**src/rtl/pow_root_iter.sv**
```systemverilog
// Iterative 2^LEVELS-th root: one bit-serial restoring square root reused LEVELS
// times, each level's root feeding the next level's radicand. Valid/ready on both sides.
module pow_root_iter #(
  parameter  int LEVELS = 3,
  parameter  int DATA_W = 64,
  localparam int OUT_W  = DATA_W >> LEVELS
) (
  input  logic              clk,
  input  logic              rst,
  input  logic [DATA_W-1:0] i_data,
  input  logic              i_valid,
  output logic              o_ready,
  output logic              o_valid,
  output logic [OUT_W-1:0]  o_root,
  output logic              o_exact,
  input  logic              i_ready
);

  localparam int HALF_W = DATA_W / 2;
  localparam int RW     = HALF_W + 2;
  localparam int IT_W   = (HALF_W > 1) ? $clog2(HALF_W) : 1;
  localparam int LV_W   = $clog2(LEVELS + 1);

  localparam logic [1:0] ST_IDLE = 2'd0;
  localparam logic [1:0] ST_CALC = 2'd1;
  localparam logic [1:0] ST_DONE = 2'd2;

  logic [1:0]        state;
  logic [DATA_W-1:0] rad;      // radicand, left-aligned; top two bits consumed per cycle
  logic [RW-1:0]     rem;
  logic [HALF_W-1:0] root;
  logic [IT_W-1:0]   iter;
  logic [LV_W-1:0]   level;
  logic              exact_acc;

  logic [RW-1:0]     rem_sh;
  logic [RW-1:0]     trial;
  logic              fits;
  logic [RW-1:0]     rem_nxt;
  logic [HALF_W-1:0] root_nxt;
  logic [DATA_W-1:0] rad_load;
  logic              last_iter;
  logic              last_level;
  logic              exact_nxt;
  int                half_w;

  // One restoring step: bring down two radicand bits, trial-subtract 4*root+1.
  // NOTE: every always_comb output gets a value on every path, so no latches form.
  always_comb begin
    half_w     = DATA_W >> (int'(level) + 1);
    rem_sh     = {rem[RW-3:0], rad[DATA_W-1 -: 2]};
    trial      = {root, 2'b01};
    fits       = (rem_sh >= trial);
    rem_nxt    = fits ? (rem_sh - trial) : rem_sh;
    root_nxt   = {root[HALF_W-2:0], fits};
    last_iter  = (int'(iter) == half_w - 1);
    last_level = (int'(level) == LEVELS - 1);
    exact_nxt  = exact_acc & (rem_nxt == '0);
    // Next level's radicand is half_w bits wide; align it to the top of rad.
    rad_load   = {{(DATA_W-HALF_W){1'b0}}, root_nxt} << (DATA_W - half_w);
  end

  assign o_ready = (state == ST_IDLE);
  assign o_valid = (state == ST_DONE);

  // NOTE: sequential state uses non-blocking assignments so all registers update together.
  always_ff @(posedge clk) begin
    if (rst) begin
      state     <= ST_IDLE;
      rad       <= '0;
      rem       <= '0;
      root      <= '0;
      iter      <= '0;
      level     <= '0;
      exact_acc <= 1'b0;
      o_root    <= '0;
      o_exact   <= 1'b0;
    end else begin
      case (state)
        ST_IDLE: begin
          if (i_valid) begin
            rad       <= i_data;
            rem       <= '0;
            root      <= '0;
            iter      <= '0;
            level     <= '0;
            exact_acc <= 1'b1;
            state     <= ST_CALC;
          end
        end
        ST_CALC: begin
          if (last_iter) begin
            exact_acc <= exact_nxt;
            rem       <= '0;
            root      <= '0;
            iter      <= '0;
            rad       <= rad_load;
            level     <= level + 1'b1;
            if (last_level) begin
              o_root  <= root_nxt[OUT_W-1:0];
              o_exact <= exact_nxt;
              state   <= ST_DONE;
            end
          end else begin
            rem  <= rem_nxt;
            root <= root_nxt;
            rad  <= {rad[DATA_W-3:0], 2'b00};
            iter <= iter + 1'b1;
          end
        end
        ST_DONE: begin
          if (i_ready) state <= ST_IDLE;
        end
        default: state <= ST_IDLE;
      endcase
    end
  end

endmodule
```
**config.mk**
```make
export PLATFORM = sky130hd
export DESIGN_NAME = pow_root_iter
export DESIGN_NICKNAME = d
export VERILOG_FILES = /design/src/rtl/pow_root_iter.sv
export SDC_FILE = /design/constraint.sdc
export NUM_CORES = 1
export LEC_CHECK = 0
export BUFFER_PORTS_ARGS = -buffer_cell sky130_fd_sc_hd__clkbuf_2
export CAP_MARGIN = 40
export CORE_MARGIN = 2
export CORE_UTILIZATION = 45
export CTS_CLUSTER_SIZE = 20
export DETAILED_ROUTE_END_ITERATION = 8
export GPL_TIMING_DRIVEN = 0
export SLEW_MARGIN = 30
export SYNTH_ARGS = -nofsm -noshare
export SYNTH_HDL_FRONTEND = slang
export SYNTH_SLANG_ARGS = --single-unit
```
**constraint.sdc**
```tcl
create_clock -name clk -period 4.1 [get_ports clk]
set_input_delay 0.205 -clock clk [delete_from_list [all_inputs] [get_ports clk]]
set_output_delay 0.205 -clock clk [all_outputs]
set_load 0.02 [all_outputs]
```
==> results of run 1 <==
## per-layer routing
metal  GRT usage, %  vias up  wire length (um)
met2          45.83      476             14780
li1               -     4655                 -
met3          7.209       46              3368
met1          47.41     4684             16310
met5          2.045        -                55
met4          7.190        2               517
## cell type report
cell class	count	area, um2	share of cell area, %
clock inverters	12	153.9	1.430
inverters	50	187.7	1.744
plain buffers	94	384.1	3.569
clock buffers	20	446.7	4.150
well taps	270	337.8	3.139
flip-flops and latches	147	2944	27.35
repair buffers	77	385.4	3.581
multi-input cells	930	5923	55.03
## how the worst max path moves through the flow
| stage | slack (ns) | to | cells after the start | from |
|---|---|---|---|---|
| after global routing | 0.07 | o_root[3]$_SDFFE_PP0P_ | 15 | level[0]$_SDFFE_PP0P_ |
| final | 0.21 | o_exact$_SDFFE_PP0P_ | 13 | root[1]$_SDFFE_PP0P_ |
| after floorplan | 0.55 | rad[55]$_SDFFE_PP0P_ | 14 | level[1]$_SDFFE_PP0P_ |
| after global placement | -0.54 | rem[25]$_SDFFE_PP0P_ | 14 | level[1]$_SDFFE_PP0P_ |
| after detailed placement | -0.49 | rem[25]$_SDFFE_PP0P_ | 14 | level[1]$_SDFFE_PP0P_ |
| after CTS | 0.03 | o_root[0]$_SDFFE_PP0P_ | 14 | level[1]$_SDFFE_PP0P_ |
## where the power goes
part / total [uW] / internal [uW] / leakage, uW / switching [uW]
Sequential: 1720 / 1570 / 0.00120 / 149
Clock: 1610 / 975 / 0.000287 / 631
Combinational: 5290 / 1880 / 0.00278 / 3410
## critical path, delay by kind of cell (launching register included)
kind | cells | cell delay (ns)
adders and majority gates | 1 | 0.39
buffers and inverters | 2 | 0.48
DFF | 1 | 0.54
and+or+nand+nor | 5 | 1.21
AOI/OAI and AO/OA | 5 | 1.20
## registers in the layout (all words and copies together), names as in the netlist
signal,count
rad,64
rem,32
root,32
o_root,8
iter,5
level,2
state,2
exact_acc,1
o_exact,1
## metrics by stage
step	hold slack, ns	setup slack [ns]	cells	TNS [ns]
floorplan	0.3640	0.5507	1222	0
global placement	0.4437	-0.5447	1569	-21.07
detailed placement	0.4469	-0.4931	1569	-17.76
CTS	0.01476	0.02948	1601	0
global route	0.03924	0.06643	1600	0
finish	0.02788	0.2118	1600	0
## placed cells by master (no fill, tap or decap), types with 14 or more instances in the layout
cell type	Yosys	layout
nand3_1	16	16
clkbuf_16	0	17
a22oi_1	46	46
xnor2_1	21	21
buf_2	14	16
a21oi_1	107	107
nand2_1	134	133
ha_1	41	41
nor2_1	189	186
clkbuf_2	0	83
o211ai_1	22	22
nand4_1	14	14
a221oi_1	46	46
nor3_1	58	58
xor2_1	14	14
inv_1	50	50
dfxtp_1	147	146
clkbuf_1	69	67
mux4_2	17	17
o21ai_0	31	31
## kinds of logic (layout without fill, tap and decap cells)
family,after synthesis,count (layout)
AOI/OAI and AO/OA,363,363
xor gates and xnor gates,35,35
adders and majority gates,41,41
buffers and inverters,145,253
DFF,147,147
muxes,31,31
and+or+nand+nor,460,460
## what timing repair did
action	CTS	global route
gates resized for setup	6	13
buffers inserted	0	0
endpoints found under the setup margin	68	66
==> results.json, run 1 <==
{
  "viasPerCell": 6.164,
  "diodes": 0,
  "port_buffers": 77,
  "synth_edf_count": 0,
  "ys_seq_area_share_pct": 31.28,
  "rr_worst_depth": 13,
  "post_dp_cell_area_mm2": 0.01013,
  "synthCells": 1222,
  "r2r_slack_ns": 0.21,
  "grt_use_total_pct": 31.63,
  "hold_end": "rad[53]$_SDFFE_PP0P_",
  "insertion_delay_ns": 0.43,
  "grt_pass1_vias": 9086,
  "path_common_cell": "o211ai_1",
  "peakVddDrop_mv": 0.5300,
  "synth_fp_nets": 1331,
  "netlist_top_cells_count": "nor2_1, dfxtp_1, nand2_1, a21oi_1, clkbuf_1",
  "ys.flop_type": "dfxtp_1",
  "hold_viol": 0,
  "tightest_slew_ns": 0.8292,
  "netlist_top_cells_area": "dfxtp_1, nor2_1, a21oi_1",
  "rsz0062_at_grt": "false",
  "final-setup-viol-count": 0,
  "initial_utilization_pct": 46.19,
  "pin_count": 79,
  "synth_top_area_share_pct": 31.28,
  "post-route-drc-count": 0,
  "synth_area_leader_cell": "dfxtp_1",
  "drive_above_1_share_pct": 12.86,
  "finalCritPeriodShare_pct": 94.84,
  "post-dp-hpwl_um": 27580,
  "synth.distinct_cells": 76,
  "status": "complete, no violations",
  "vias": 9863,
  "postRouteAntennaNets": 0,
  "clk_pin_slew_ns": 0.07,
  "grt_pass1_wl_um": 53330,
  "hold_path_depth": 3,
  "syn_avg_cell_area_um2": 7.698,
  "final_util_pct": 52.85,
  "max-slew-margin-rel_pct": 44.72,
  "yosys.area_share.simple_pct": 21.84,
  "cts_tree": "yes",
  "dieWidth_um": 148.6,
  "layout.nets": 1426,
  "gp_congestion": 1.001,
  "reg2reg_to": "o_exact$_SDFFE_PP0P_",
  "slowest_delay_ns": 0.54,
  "end_kind": "register",
  "clock-sinks": 147,
  "routed_wl_um": 35030,
  "drt_iter0_markers": 1177,
  "synthAdderAreaFrac_pct": 5.454,
  "yosys_warnings": 0,
  "syn_area_mm2": 0.009407,
  "num_rows": 52,
  "drt-pass1-iter-count": 6,
  "antenna_found_initial": 0,
  "slowest_stage": "dfxtp_1",
  "cp-start-kind": "register",
  "min_from": "i_data[53]",
  "numCtsBuffers": 17,
  "fp.dieH_um": 148.6,
  "nFillCells": 2043,
  "worstPathRequired_ns": 4.47,
  "ctsHoldBuffers": 0,
  "synth_seq_cells": 147,
  "total_power_uw": 8614,
  "core-area_mm2": 0.02036,
  "final_area_mm2": 0.01076,
  "yosys-mux-area-fraction_pct": 5.573,
  "synth_top_family_by_area": "compound AO/OA/AOI/OAI gates",
  "synth_compound_area_share_pct": 26.62,
  "final-max-slew-violation-count": 0,
  "cts_root_buffer": "clkbuf_16",
  "power_density_mw_per_mm2": 800.3,
  "path_cells": "inv_1 > ha_1 > o211ai_1 > a21oi_1 > o211ai_1 > nand3b_2 > nand4_4 > nand2_1 > buf_2 > or3_1 > a221oi_2 > nand3_1 > o21ai_1",
  "clockBufferDepth": 2,
  "routedWlPerCell_um": 21.89,
  "grt_overflow": 0,
  "r2r-start": "root[1]$_SDFFE_PP0P_",
  "min_period_ns": 3.888,
  "die_area_mm2": 0.02208,
  "async_flop_share_pct": 0,
  "drv_cap": 0,
  "synth.most_common_cell": "nor2_1",
  "htreeDepth": 4,
  "synthToLayoutAreaGrowth_pct": 14.42,
  "skew_ns": 0.01080,
  "grt_max_degree": 17,
  "fmax_mhz": 257.2,
  "synth-xor-area-share_pct": 3.259,
  "hold_class": "in2reg",
  "crit_type": "reg2reg",
  "leakagePower_uw": 0.004273,
  "cp_data_arrival_time_ns": 4.26,
  "cp_max_fo": 10
}
Power figures use the tool's default switching activity.
==> inputs of run 2 (changes only) <==
--- a/config.mk
+++ b/config.mk
@@ -11,7 +11,6 @@
 export CORE_UTILIZATION = 45
 export CTS_CLUSTER_SIZE = 20
 export DETAILED_ROUTE_END_ITERATION = 8
-export GPL_TIMING_DRIVEN = 0
 export SLEW_MARGIN = 30
 export SYNTH_ARGS = -nofsm -noshare
 export SYNTH_HDL_FRONTEND = slang
==> run 2 against run 1 <==
Final area fell by 1.8%. Critical endpoint unchanged. Clock skew up 0.0043 ns. Fmax rose by 1.2%. Worst setup slack better by 0.046 ns. Via count is 3.8% lower. Die area unchanged. Count of clock-buffer cells in the layout is 1 lower. Final cell count fell by 4.0%. First-iteration DRC count decreased by 24%. Sequential power about the same. Utilization decreased by 0.96 points. Critical path depth shrank 1. Largest power group unchanged.
==> results.json, run 2 (same netlist as run 1, synthesis figures left out) <==
{
  "status": "complete, no violations",
  "initial_utilization_pct": 46.19,
  "drive_above_1_share_pct": 13.91,
  "grt_max_degree": 70,
  "reg_top3": "rad: 64 flops, rem: 32 flops, root: 32 flops",
  "r2r_slack_ns": 0.26,
  "vias": 9490,
  "min_from": "i_data[52]",
  "peakVddDrop_mv": 0.6702,
  "cp_max_fo": 7,
  "max-slew-margin-rel_pct": 46.82,
  "fmax_mhz": 260.3,
  "post-dp-hpwl_um": 24000,
  "post-route-drc-count": 0,
  "htreeDepth": 4,
  "final_common_cell": "nor2_1",
  "routedWlPerCell_um": 21.11,
  "final-setup-viol-count": 0,
  "layout.nets": 1361,
  "nFillCells": 2045,
  "mostFrequentLayoutCells": "nor2_1, dfxtp_1, nand2_1",
  "drt_iter0_markers": 895,
  "rsz0062_at_grt": "false",
  "largest_reg_flops": 64,
  "core-area_mm2": 0.02036,
  "num_rows": 52,
  "port_buffers": 78,
  "regArea_mm2": 0.002943,
  "crit_type": "reg2reg",
  "post-cts-setup-buffers": 0,
  "skew_ns": 0.01512,
  "hold_path_depth": 3,
  "cts_root_buffer": "clkbuf_16",
  "reg2reg_to": "o_exact$_SDFFE_PP0P_",
  "fp.dieH_um": 148.6,
  "critPathLaunch": "root[2]$_SDFFE_PP0P_",
  "instances_no_fill": 1536,
  "total_power_uw": 8411,
  "top_register": "rad",
  "grt_pass1_wl_um": 50630,
  "r2r-start": "root[2]$_SDFFE_PP0P_",
  "multi_input_area_mm2": 0.005924,
  "hold_class": "in2reg",
  "hold_end": "rad[52]$_SDFFE_PP0P_",
  "min_period_ns": 3.842,
  "drv_cap": 0,
  "clock-sinks": 147,
  "clk_pin_slew_ns": 0.06,
  "setup_tns_ns": 0,
  "drt-pass1-iter-count": 8,
  "numCtsBuffers": 17,
  "routed_wl_um": 32420,
  "power_density_mw_per_mm2": 796.0,
  "pin_count": 79,
  "final-max-slew-violation-count": 0,
  "grt_overflow": 0,
  "leakagePower_uw": 0.004222,
  "gp_congestion": 0.9706,
  "rr_worst_depth": 12,
  "cts_resized": 0,
  "synthToLayoutAreaGrowth_pct": 12.33,
  "ctsHoldBuffers": 0,
  "finalCritPeriodShare_pct": 93.72,
  "viasPerCell": 6.178,
  "worstPathRequired_ns": 4.45,
  "cp-start-kind": "register",
  "dieWidth_um": 148.6,
  "grt_use_total_pct": 29.47,
  "clockBufferDepth": 2,
  "cp_data_arrival_time_ns": 4.20,
  "postRouteAntennaNets": 0,
  "insertion_delay_ns": 0.43,
  "antenna_found_initial": 2,
  "grt_pass1_vias": 8763,
  "cts_tree": "yes",
  "hold_viol": 0,
  "die_area_mm2": 0.02208,
  "placed_cells": 1502,
  "end_kind": "register",
  "tightest_slew_ns": 0.7894
}
==> run 2: cell count changes in the layout (fill, tap and decap cells not counted), moves of 6 or more <==
cell,before,now
buf_1,6,0
buf_2,16,0
buf_4,0,29
clkbuf_1,67,1
clkbuf_2,83,77
==> run 2: metal layers <==
layer | vias up | global-route usage (%) | wire [um]
met4 | 0 | 9.857 | 832
met2 | 367 | 44.12 | 14270
li1 | 4529 | - | -
met3 | 53 | 7.699 | 2650
met5 | - | 0 | 0
met1 | 4541 | 41.27 | 14670
==> run 2: final cells by class <==
type	count	area share (%)
Antenna cell	1	0.02368
Clock buffer	19	4.192
Clock inverter	13	1.184
Inverter	50	1.776
Multi-Input combinational cell	930	56.07
Sequential cell	147	27.85
Tap cell	270	3.197
Timing Repair Buffer	106	5.708
==> run 2: critical path: stages (launching register included) <==
cell and delay [ns]:
dfxtp_1 0.52, inv_1 0.20, ha_1 0.41, o211ai_1 0.11
a21oi_1 0.43, o31ai_1 0.17, a21oi_1 0.49, xor2_1 0.19
nor4_1 0.50, nand3_1 0.25, o31ai_4 0.27, nand3_1 0.11
o21ai_1 0.13
==> run 2: worst max-delay path by stage <==
stage	end	slack (ns)	depth (start not counted)
floorplan	rad[55]$_SDFFE_PP0P_	0.55	14
global placement	o_exact$_SDFFE_PP0P_	0.40	12
detailed placement	o_exact$_SDFFE_PP0P_	0.46	12
CTS	o_exact$_SDFFE_PP0P_	0.43	12
global route	exact_acc$_SDFFE_PP0P_	0.12	13
finish	o_exact$_SDFFE_PP0P_	0.26	12
==> run 2: power breakdown <==
part	internal, uW	switching [uW]	leakage [uW]	total [uW]
logic	1900	3280	0.00276	5180
registers	1570	144	0.00120	1710
clock network	859	661	0.000263	1520
total	4330	4080	0.00422	8410
==> run 2: metrics by stage <==
stage / cell area, um2 / hold slack [ns] / setup WS (ns) / util [%]
2_1_floorplan: 9407 / 0.3640 / 0.5507 / -
3_3_place_gp: 9988 / 0.4403 / 0.4007 / 49.05
3_5_place_dp: 9988 / 0.4483 / 0.4582 / 49.05
4_1_cts: 10560 / 0.007897 / 0.4272 / 51.84
5_1_grt: 10560 / 0.03700 / 0.1197 / 51.87
6_report: 10570 / 0.01932 / 0.2576 / 51.89
